<file path="src/rtl/display_manager_n.sv">
// Seven-segment display manager for the vending machine: shows credit in decimal via a
// sequential double-dabble converter, overridden by timed vend and blinking error messages.
module display_manager_n #(
  parameter int unsigned NUM_ITEMS    = 4,
  parameter int unsigned CREDIT_W     = 8,
  parameter int unsigned NUM_DIGITS   = 3,
  parameter int unsigned HOLD_CYCLES  = 20,
  parameter int unsigned BLINK_CYCLES = 5
) (
  input  logic                    clk,
  input  logic                    reset,
  input  logic [CREDIT_W-1:0]     credit,
  input  logic [NUM_ITEMS-1:0]    item_vend,
  input  logic                    error,
  output logic [7*NUM_DIGITS-1:0] segs,
  output logic [1:0]              mode,
  output logic                    busy
);

  // Enough BCD digits for any CREDIT_W value, plus at least one beyond the display for overflow
  localparam int unsigned BcdNeed   = CREDIT_W * 3 / 10 + 2;
  localparam int unsigned BcdDigits = (BcdNeed > NUM_DIGITS + 1) ? BcdNeed : NUM_DIGITS + 1;
  localparam int unsigned BcdW      = 4 * BcdDigits;
  localparam int unsigned SrW       = BcdW + CREDIT_W;
  localparam int unsigned StepW     = $clog2(CREDIT_W + 1);
  localparam int unsigned HoldW     = $clog2(HOLD_CYCLES + 1);
  localparam int unsigned BlinkW    = $clog2(BLINK_CYCLES + 1);
  localparam int unsigned SegW      = 7 * NUM_DIGITS;

  localparam logic [StepW-1:0]  LastStep  = StepW'(CREDIT_W);
  localparam logic [HoldW-1:0]  HoldLast  = HoldW'(HOLD_CYCLES - 1);
  localparam logic [BlinkW-1:0] BlinkLast = BlinkW'(BLINK_CYCLES - 1);

  typedef enum logic [1:0] {
    StCredit = 2'd0,
    StVend   = 2'd1,
    StError  = 2'd2
  } state_e;

  function automatic logic [6:0] seg7(input logic [3:0] d);
    case (d)
      4'd0:    seg7 = 7'h3F;
      4'd1:    seg7 = 7'h06;
      4'd2:    seg7 = 7'h5B;
      4'd3:    seg7 = 7'h4F;
      4'd4:    seg7 = 7'h66;
      4'd5:    seg7 = 7'h6D;
      4'd6:    seg7 = 7'h7D;
      4'd7:    seg7 = 7'h07;
      4'd8:    seg7 = 7'h7F;
      4'd9:    seg7 = 7'h6F;
      default: seg7 = 7'h00;
    endcase
  endfunction

  // Converter state
  logic [CREDIT_W-1:0] cap_q, cap_d;
  logic [SrW-1:0]      sr_q, sr_d, sr_adj;
  logic [StepW-1:0]    step_q, step_d;
  logic                busy_q, busy_d;
  logic [BcdW-1:0]     bcd_q, bcd_d;

  // Display state
  state_e              state_q, state_d;
  logic [HoldW-1:0]    hold_q, hold_d;
  logic [BlinkW-1:0]   blink_q, blink_d;
  logic                vis_q, vis_d;
  logic [3:0]          item_q, item_d;
  logic [SegW-1:0]     segs_q, segs_d;

  logic [SegW-1:0]     cred_segs;
  logic                ovf;
  logic                lead;
  logic [3:0]          dig;
  logic                vend_any;
  logic [3:0]          vend_idx;

  always_ff @(posedge clk or posedge reset) begin
    if (reset) begin
      cap_q   <= '0;
      sr_q    <= '0;
      step_q  <= '0;
      busy_q  <= 1'b0;
      bcd_q   <= '0;
      state_q <= StCredit;
      hold_q  <= '0;
      blink_q <= '0;
      vis_q   <= 1'b1;
      item_q  <= '0;
      segs_q  <= {{(SegW-7){1'b0}}, 7'h3F};
    end else begin
      cap_q   <= cap_d;
      sr_q    <= sr_d;
      step_q  <= step_d;
      busy_q  <= busy_d;
      bcd_q   <= bcd_d;
      state_q <= state_d;
      hold_q  <= hold_d;
      blink_q <= blink_d;
      vis_q   <= vis_d;
      item_q  <= item_d;
      segs_q  <= segs_d;
    end
  end

  // A changed credit always reloads, so a stale conversion can never reach bcd_q
  always_comb begin
    cap_d  = cap_q;
    sr_d   = sr_q;
    step_d = step_q;
    busy_d = busy_q;
    bcd_d  = bcd_q;
    sr_adj = sr_q;
    if (credit != cap_q) begin
      cap_d  = credit;
      sr_d   = {{BcdW{1'b0}}, credit};
      step_d = '0;
      busy_d = 1'b1;
    end else if (busy_q) begin
      if (step_q == LastStep) begin
        bcd_d  = sr_q[SrW-1 -: BcdW];
        busy_d = 1'b0;
      end else begin
        for (int k = 0; k < int'(BcdDigits); k++) begin
          if (sr_adj[CREDIT_W + 4*k +: 4] >= 4'd5) begin
            sr_adj[CREDIT_W + 4*k +: 4] = sr_adj[CREDIT_W + 4*k +: 4] + 4'd3;
          end
        end
        sr_d   = {sr_adj[SrW-2:0], 1'b0};
        step_d = step_q + 1'b1;
      end
    end
  end

  always_comb begin
    cred_segs = '0;
    ovf       = 1'b0;
    lead      = 1'b1;
    dig       = '0;
    for (int k = int'(NUM_DIGITS); k < int'(BcdDigits); k++) begin
      if (bcd_q[4*k +: 4] != 4'd0) ovf = 1'b1;
    end
    for (int k = int'(NUM_DIGITS) - 1; k >= 0; k--) begin
      dig = bcd_q[4*k +: 4];
      if (dig != 4'd0 || k == 0) lead = 1'b0;
      cred_segs[7*k +: 7] = lead ? 7'h00 : seg7(dig);
    end
    if (ovf) begin
      for (int k = 0; k < int'(NUM_DIGITS); k++) cred_segs[7*k +: 7] = 7'h40;
    end
  end

  // Lowest set bit wins
  always_comb begin
    vend_any = |item_vend;
    vend_idx = '0;
    for (int i = int'(NUM_ITEMS) - 1; i >= 0; i--) begin
      if (item_vend[i]) vend_idx = 4'(i);
    end
  end

  always_comb begin
    state_d = state_q;
    hold_d  = hold_q;
    blink_d = blink_q;
    vis_d   = vis_q;
    item_d  = item_q;
    segs_d  = cred_segs;

    if (error) begin
      state_d = StError;
      hold_d  = '0;
      blink_d = '0;
      vis_d   = 1'b1;
    end else if (vend_any && state_q != StError) begin
      state_d = StVend;
      hold_d  = '0;
      item_d  = vend_idx;
    end else if (state_q != StCredit) begin
      if (hold_q == HoldLast) begin
        state_d = StCredit;
        hold_d  = '0;
      end else begin
        hold_d = hold_q + 1'b1;
        if (blink_q == BlinkLast) begin
          blink_d = '0;
          vis_d   = ~vis_q;
        end else begin
          blink_d = blink_q + 1'b1;
        end
      end
    end

    // Segments follow the next state so they change on the edge that samples the pulse
    case (state_d)
      StVend: begin
        segs_d      = '0;
        segs_d[6:0] = seg7(item_d + 4'd1);
      end
      StError: begin
        segs_d = '0;
        if (vis_d) begin
          for (int k = 0; k < int'(NUM_DIGITS) - 1; k++) segs_d[7*k +: 7] = 7'h50;
          segs_d[SegW-1 -: 7] = 7'h79;
        end
      end
      default: segs_d = cred_segs;
    endcase
  end

  assign segs = segs_q;
  assign mode = state_q;
  assign busy = busy_q;

endmodule

</file>
<file path="config.mk">
export PLATFORM = sky130hd
export DESIGN_NAME = display_manager_n
export DESIGN_NICKNAME = d
export VERILOG_FILES = /design/src/rtl/display_manager_n.sv
export SDC_FILE = /design/constraint.sdc
export NUM_CORES = 1
export LEC_CHECK = 0
export ABC_AREA = 0
export CORE_MARGIN = 5
export CORE_UTILIZATION = 59
export CTS_BUF_LIST = sky130_fd_sc_hd__clkbuf_16
export DETAILED_ROUTE_END_ITERATION = 16
export PLACE_DENSITY_LB_ADDON = 0.15
export SYNTH_ARGS = -nofsm -noshare
export SYNTH_HDL_FRONTEND = slang
export SYNTH_SLANG_ARGS = --single-unit
</file>
<file path="constraint.sdc">
create_clock -name clk -period 3.6 [get_ports clk]
set_input_delay 0.54 -clock clk [delete_from_list [all_inputs] [get_ports clk]]
set_output_delay 0.54 -clock clk [all_outputs]
set_load 0.1 [all_outputs]
</file>
# [After elaboration in Yosys (flattened, before gate mapping)]
# Memory sizes are Yosys's and may differ from the RTL's.
# Index checks and enable logic that the tools add are counted.
[classes] n_eq_ne=10 order_cmp=4 n_bitwise=2 n_reduce_logical=12 n_mux=45 add_sub_neg=8
[ops] op="24-bit 2-to-1 mux" n=3
[ops] op="4-bit 2-to-1 mux" n=11
[ops] op="21-bit 2-to-1 mux" n=2
[ops] op="21-bit case mux with 2 select lines" n=1
[ops] op="5-bit 2-to-1 mux" n=4
[ops] op="3-bit 2-to-1 mux" n=6
[ops] op="4-bit by 3-bit >= comparator with 1-bit output (second input constant)" n=4
[ops] op="7-bit 2-to-1 mux" n=2
[ops] op="4-bit by 2-bit adder with 4-bit output (second input constant)" n=3
[ops] op="4-bit nonzero test" n=3
[ops] op="1-bit 2-to-1 mux" n=11
[ops] op="2-bit 2-to-1 mux" n=5
[ops] op="4-bit by 1-bit adder with 4-bit output (second input constant)" n=2
[ops] op="2-bit inequality test (second input constant)" n=4
[ops] op="8-bit inequality test" n=1
[ops] op="3-bit AND reduction" n=2
[ops] op="2-bit nonzero test" n=3
[ops] op="5-bit by 1-bit adder with 5-bit output (second input constant)" n=1
[ops] op="5-bit == test (second input constant)" n=1
[ops] op="4-bit == test (second input constant)" n=1
[ops] op="4-bit OR reduction" n=1
[ops] op="3-bit by 1-bit adder with 3-bit output (second input constant)" n=1
[ops] op="3-bit by 2-bit adder with 3-bit output (second input constant)" n=1
[ops] op="3-bit == test (second input constant)" n=1
[ops] op="6 further kinds" n=7
[totals] input_bits=15 mem_bits_ro=448 mem_count=4 register_bits=89 wordCells=96
[memory_table] memory="(no name shown)" words=16 width=7 rd=1 rd_clocked_by_memory_dff=0 write_ports=0 line="41" rtl="case (d)"
[memory_table] memory="(no name shown)" words=16 width=7 rd=1 rd_clocked_by_memory_dff=0 write_ports=0 line="41"
[memory_table] memory="(no name shown)" words=16 width=7 rd=1 rd_clocked_by_memory_dff=0 write_ports=0 line="41"
[memory_table] memory="(no name shown)" words=16 width=7 rd=1 rd_clocked_by_memory_dff=0 write_ports=0 line="41"

# [Longest topological paths before layout]
# An unclocked memory read counts as a cell.
[logic_depth] word_depth=9 ltp_mapped=12 depth_no_buf=11

# [Worst setup path before layout]
# No wires, ideal clock.
[synth_path] path_kind="reg2reg" start="register state_q[0], in the netlist mode[0]" end="register segs_q[6], in the netlist segs[6]" t_arrival_ns=3.081 synth_period_minus_slack_ns=3.167 setup_ns=0.087 t_required_ns=3.513 stages_incl_launch_ff=13 slack_ns=0.433 cell_sequence="dfrtp_1 -> buf_4 -> nor2b_1 -> buf_6 -> o31ai_1 -> and2_1 -> ha_1 -> inv_1 -> o311a_1 -> or2_1 -> buf_2 -> or3_1 -> o211ai_1"
[synth_between] elab_chain_len=7
[synth_rtl] element="start, declared" line="64" rtl="state_e state_q, state_d;"
[synth_rtl] element="start signal, assigned" line="85" rtl="state_q <= StCredit;"
[synth_rtl] element="start signal, assigned" line="97" rtl="state_q <= state_d;"
[synth_rtl] element="2-bit inequality test" line="175" rtl="end else if (vend_any && state_q != StError) begin"
[synth_rtl] element="1-bit logical AND" line="175"
[synth_rtl] element="4-bit 2-to-1 mux" line="175"
[synth_rtl] element="4-bit 2-to-1 mux" line="170" rtl="if (error) begin"
[synth_rtl] element="net item_d[0]" line="68" rtl="logic [3:0] item_q, item_d;"
[synth_rtl] element="4-bit by 1-bit adder with 4-bit output" line="198" rtl="segs_d[6:0] = seg7(item_d + 4'd1);"
[synth_rtl] element="memory read 16 x 7 bit"
[synth_rtl] element="21-bit case mux with 2 select lines" line="195" rtl="case (state_d)"
[synth_rtl] element="net segs_d[6]" line="69" rtl="logic [SegW-1:0] segs_q, segs_d;"
[synth_rtl] element="end signal, assigned" line="90" rtl="segs_q <= {{(SegW-7){1'b0}}, 7'h3F};"
[synth_rtl] element="end signal, assigned" line="102" rtl="segs_q <= segs_d;"
[synth_rtl] element="end, declared" line="69"
# The timed path passes the listed nets, and every way through them passes these cells.
# A chain may end at the register's enable or synchronous reset.

# [Worst setup path in the final report]
[layout_path] start="input item_vend[1]" end="register segs_q[3], in the netlist segs[3]"
[layout_between] elab_chain_len=7
[layout_rtl] element="start, declared" line="13" rtl="input logic [NUM_ITEMS-1:0] item_vend,"
[layout_rtl] element="4-bit 2-to-1 mux / 4-bit OR reduction (equally long branches)" line="158, 155"
[layout_rtl] element="4-bit 2-to-1 mux / 1-bit logical AND (equally long branches)" line="158, 175"
[layout_rtl] element="4-bit 2-to-1 mux (*)" line="175"
[layout_rtl] element="4-bit 2-to-1 mux (*)" line="170"
[layout_rtl] element="net item_d[1]" line="68"
[layout_rtl] element="4-bit by 1-bit adder with 4-bit output (*)" line="198"
[layout_rtl] element="memory read 16 x 7 bit (*)"
[layout_rtl] element="21-bit case mux with 2 select lines (*)" line="195"
[layout_rtl] element="net segs_d[3]" line="69"
# Mark *: on every way through the listed nets, which the timed path passes. The rest lies on a longest branch.

==> impl_metrics.csv <==
group,metric,value,unit
power,ir_worst_vdd,272,uV
routing,drt_pass1_iterations,5,
timing,fin_skew,5.49,ps
synth,ys_ff_latch,89,
clock_network,post_cts_buffers,0,
power,power_frac_comb,0.281,
synth,ys_async_sr_fraction,1.00,
power,p_seq_frac,0.380,
die,rows,33,
clock_network,holdBufCountCts,0,
global_routing,overflow,0,
cells_and_area,nets,587,
timing,finalCriticalPeriod,3090,ps
timing,setup_viol,0,
synth,postSynthAreaPerCell,9.76,um^2
min_path,hold_class,"register to register",
clock_network,root_buffer,"clkbuf_16",
synth,yosys-top-cells-count,"82 x dfrtp_1, 48 x a21oi_1, 46 x nand2_1",
critical_path,crit_fanout,7,
timing,timing.fmax,0.324,GHz
die,fp.dieW,102,um
clock_network,clock_path_buffers,2,
synth,synth_top_area_frac,0.414,
timing,rsz0062_at_grt,"no",
timing,fin_crit_sh,0.858,
routing,avgViaCountPerCell,5.64,
critical_path,reg2reg_depth,9,
die,initial_utilization,0.603,
synth,yosysMostFrequentCell,"dfrtp_1",
synth,yosysWarnings,0,
cells_and_area,drive_gt1_frac,0.0870,
die,die_y,102,um
power,swShare,0.352,
timing,tightest_slew,998,ps
critical_path,cp.required,3850,ps
synth,synth_top_family_by_area,"compound AO/OA/AOI/OAI gates",
cells_and_area,antenna_cells_inserted,0,
critical_path,cp-startpoint,"item_vend[1]",
status,status,"complete, no violations",
synth,syn_area,4960,um^2
power,power,2.95,mW
synth,synthAdderAreaFrac,0.0934,
min_path,whs_path_depth,1,
clock_network,path_clk_slew,60,ps
placed_design,portBuffers,38,
synth,yosys.area.top_type,"dfrtp_1",
die,pin_count,39,
min_path,hold_start,"bcd_q[14]",
synth,synth_ff_type,"dfrtp_1",
clock_network,cts_buffers,9,
synth,synthMuxAreaShare,0.0641,
global_routing,grt.total_usage,0.201,
critical_path,r2r_start,"mode[1]",
clock_network,cts_resized,0,
timing,slew_headroom,0.332,
routing,drt_iter0_markers,227,
power,switchingPower,1.04,mW
power,p_leak,2.56,nW
timing,final_hold_viol_count,0,
global_routing,grt_max_degree,90,
global_routing,antenna_found_initial,0,
placed_design,gp_congestion,0.823,
synth,synthSimpleGateAreaFrac,0.147,
synth,syn_nets,560,
critical_path,cp-end-kind,"register",
run,cap_violations,0,
clock_network,ctsHtreeMaxLevel,3,
cells_and_area,syn_to_final_growth,15.4,%
synth,yosysSeqAreaShare,0.451,
routing,wl,9690,um
critical_path,arrival,3340,ps
placed_design,place_hpwl,6800,um
synth,synth_edf_count,0,
timing,fin_setup_tns,0,ps
clock_network,cts_num_sinks,89,
power,p_int,1.91,mW
die,core,8220,um^2
cells_and_area,fin_cells,645,
routing,ant_nets,0,
clock_network,clk_latency,330,ps
routing,vias,3635,
critical_path,start_kind,"input port",
global_routing,grt_pass1_wl,16600,um
clock_network,cts_tree,"done",
synth,synth-xor-area-share,0.0336,
power,clockPowerShare,0.339,
synth,synth-compound-area-share,0.159,
synth,netlist_instances,508,
synth,post_synth_num_cell_types,60,
power,powerDensity,515,nW/um^2
global_routing,grt_pass1_vias,3525,
routing,drc,0,
placed_design,post-place-cells,629,
synth,yosys-top-cells-area,"dfrtp_1 41%, ha_1 9.3%, a21oi_1 4.8%, o21ai_0 4.0%, dfstp_2 3.7%",
routing,wl_per_cell,15.0,um
timing,drv_slew,0,
cells_and_area,utilization,0.696,
die,dieArea,10300,um^2
critical_path,critPathKind,"input port to register",
## power groups by stage
stage                     Combinational (mW)  Clock [mW]  Sequential (mW)
after CTS                              0.830        1.02             1.12
after detailed placement               0.826           0             1.14
after floorplan                        0.276           0             1.49
after global routing                   0.879        1.06             1.13
final                                  0.827       0.999             1.12
after global placement                 0.819           0             1.14
## through the flow
stage | worst slack [ps] | area [um^2] | hold WS [ps]
final | 511 | 5720 | 509
after global routing | 405 | 5720 | 531
after CTS | 559 | 5720 | 514
after detailed placement | 227 | 5400 | 499
after global placement | 278 | 5400 | 476
after floorplan | 433 | 4960 | 458
## logic make-up (layout without fill, tap and decap cells)
group,Yosys count,count (layout)
and+or+nand+nor,145,145
buffers and inverters,61,93
adders and majority gates,37,37
AOI/OAI and AO/OA,127,127
muxes,30,30
DFF,89,89
xor gates and xnor gates,19,19
## final timing paths
path / endpoint / slack (ps)
min: bcd_q[14] / 510
max: segs[3] / 510
max reg2reg: segs[3] / 630
max in group asynchronous: vis_q / 2600
min in group asynchronous: item_q[0] / 610
min reg2reg: bcd_q[14] / 510
## critical path, cell delays in order
cell and delay [ps]:
clkdlybuf4s50_1 520, or4_4 590, a31oi_1 240, nor2_1 140
ha_1 240, inv_1 100, o32ai_2 110, or2_1 350
or3_1 400, o2111ai_1 110
## metal layers
metal  routed length [um]  vias up  global-route usage
li1                     -     1806                   -
met1                 4450     1739               0.271
met2                 4750       74               0.336
met3                  311       16              0.0255
met4                  176        0              0.0726
met5                    0        -                   0
## layout by cell type, fill, tap and decap left out, types with 3 or more instances in the layout
cell | synthesis | routed
dfstp_2 | 7 | 7
clkinvlp_4 | 0 | 3
o31ai_1 | 4 | 4
mux2_1 | 4 | 4
a21oi_1 | 48 | 48
and2_1 | 6 | 6
xnor2_1 | 7 | 7
nor2_1 | 33 | 33
clkbuf_16 | 0 | 9
inv_1 | 31 | 31
nand2_1 | 46 | 46
nand3_1 | 12 | 12
o211ai_1 | 4 | 4
mux2i_1 | 18 | 18
ha_1 | 37 | 37
nand2b_1 | 13 | 13
buf_4 | 1 | 7
mux2_2 | 7 | 7
nor3_1 | 8 | 8
clkdlybuf4s50_1 | 0 | 38
a21o_1 | 3 | 3
xor2_1 | 12 | 12
dfrtp_1 | 82 | 82
nor4_1 | 3 | 3
nor2b_1 | 8 | 8
o21ai_0 | 40 | 40
## state kept, by name, summed over array words and instances (netlist names)
name	cells
bcd_q	16
blink_q	3
busy	1
cap_q	8
hold_q	5
item_q	4
mode	2
segs	21
sr_q	24
step_q	4
vis_q	1
## final cells by class
type / count / area, um^2
clock inverters: 7 / 95.1
flip-flops and latches: 89 / 2240
fillers: 641 / 2490
clock buffers: 9 / 225
well taps: 105 / 131
inverters: 31 / 118
multi-input cells: 358 / 2460
repair buffers: 46 / 453
No activity file was read; power rests on OpenSTA's default activity.
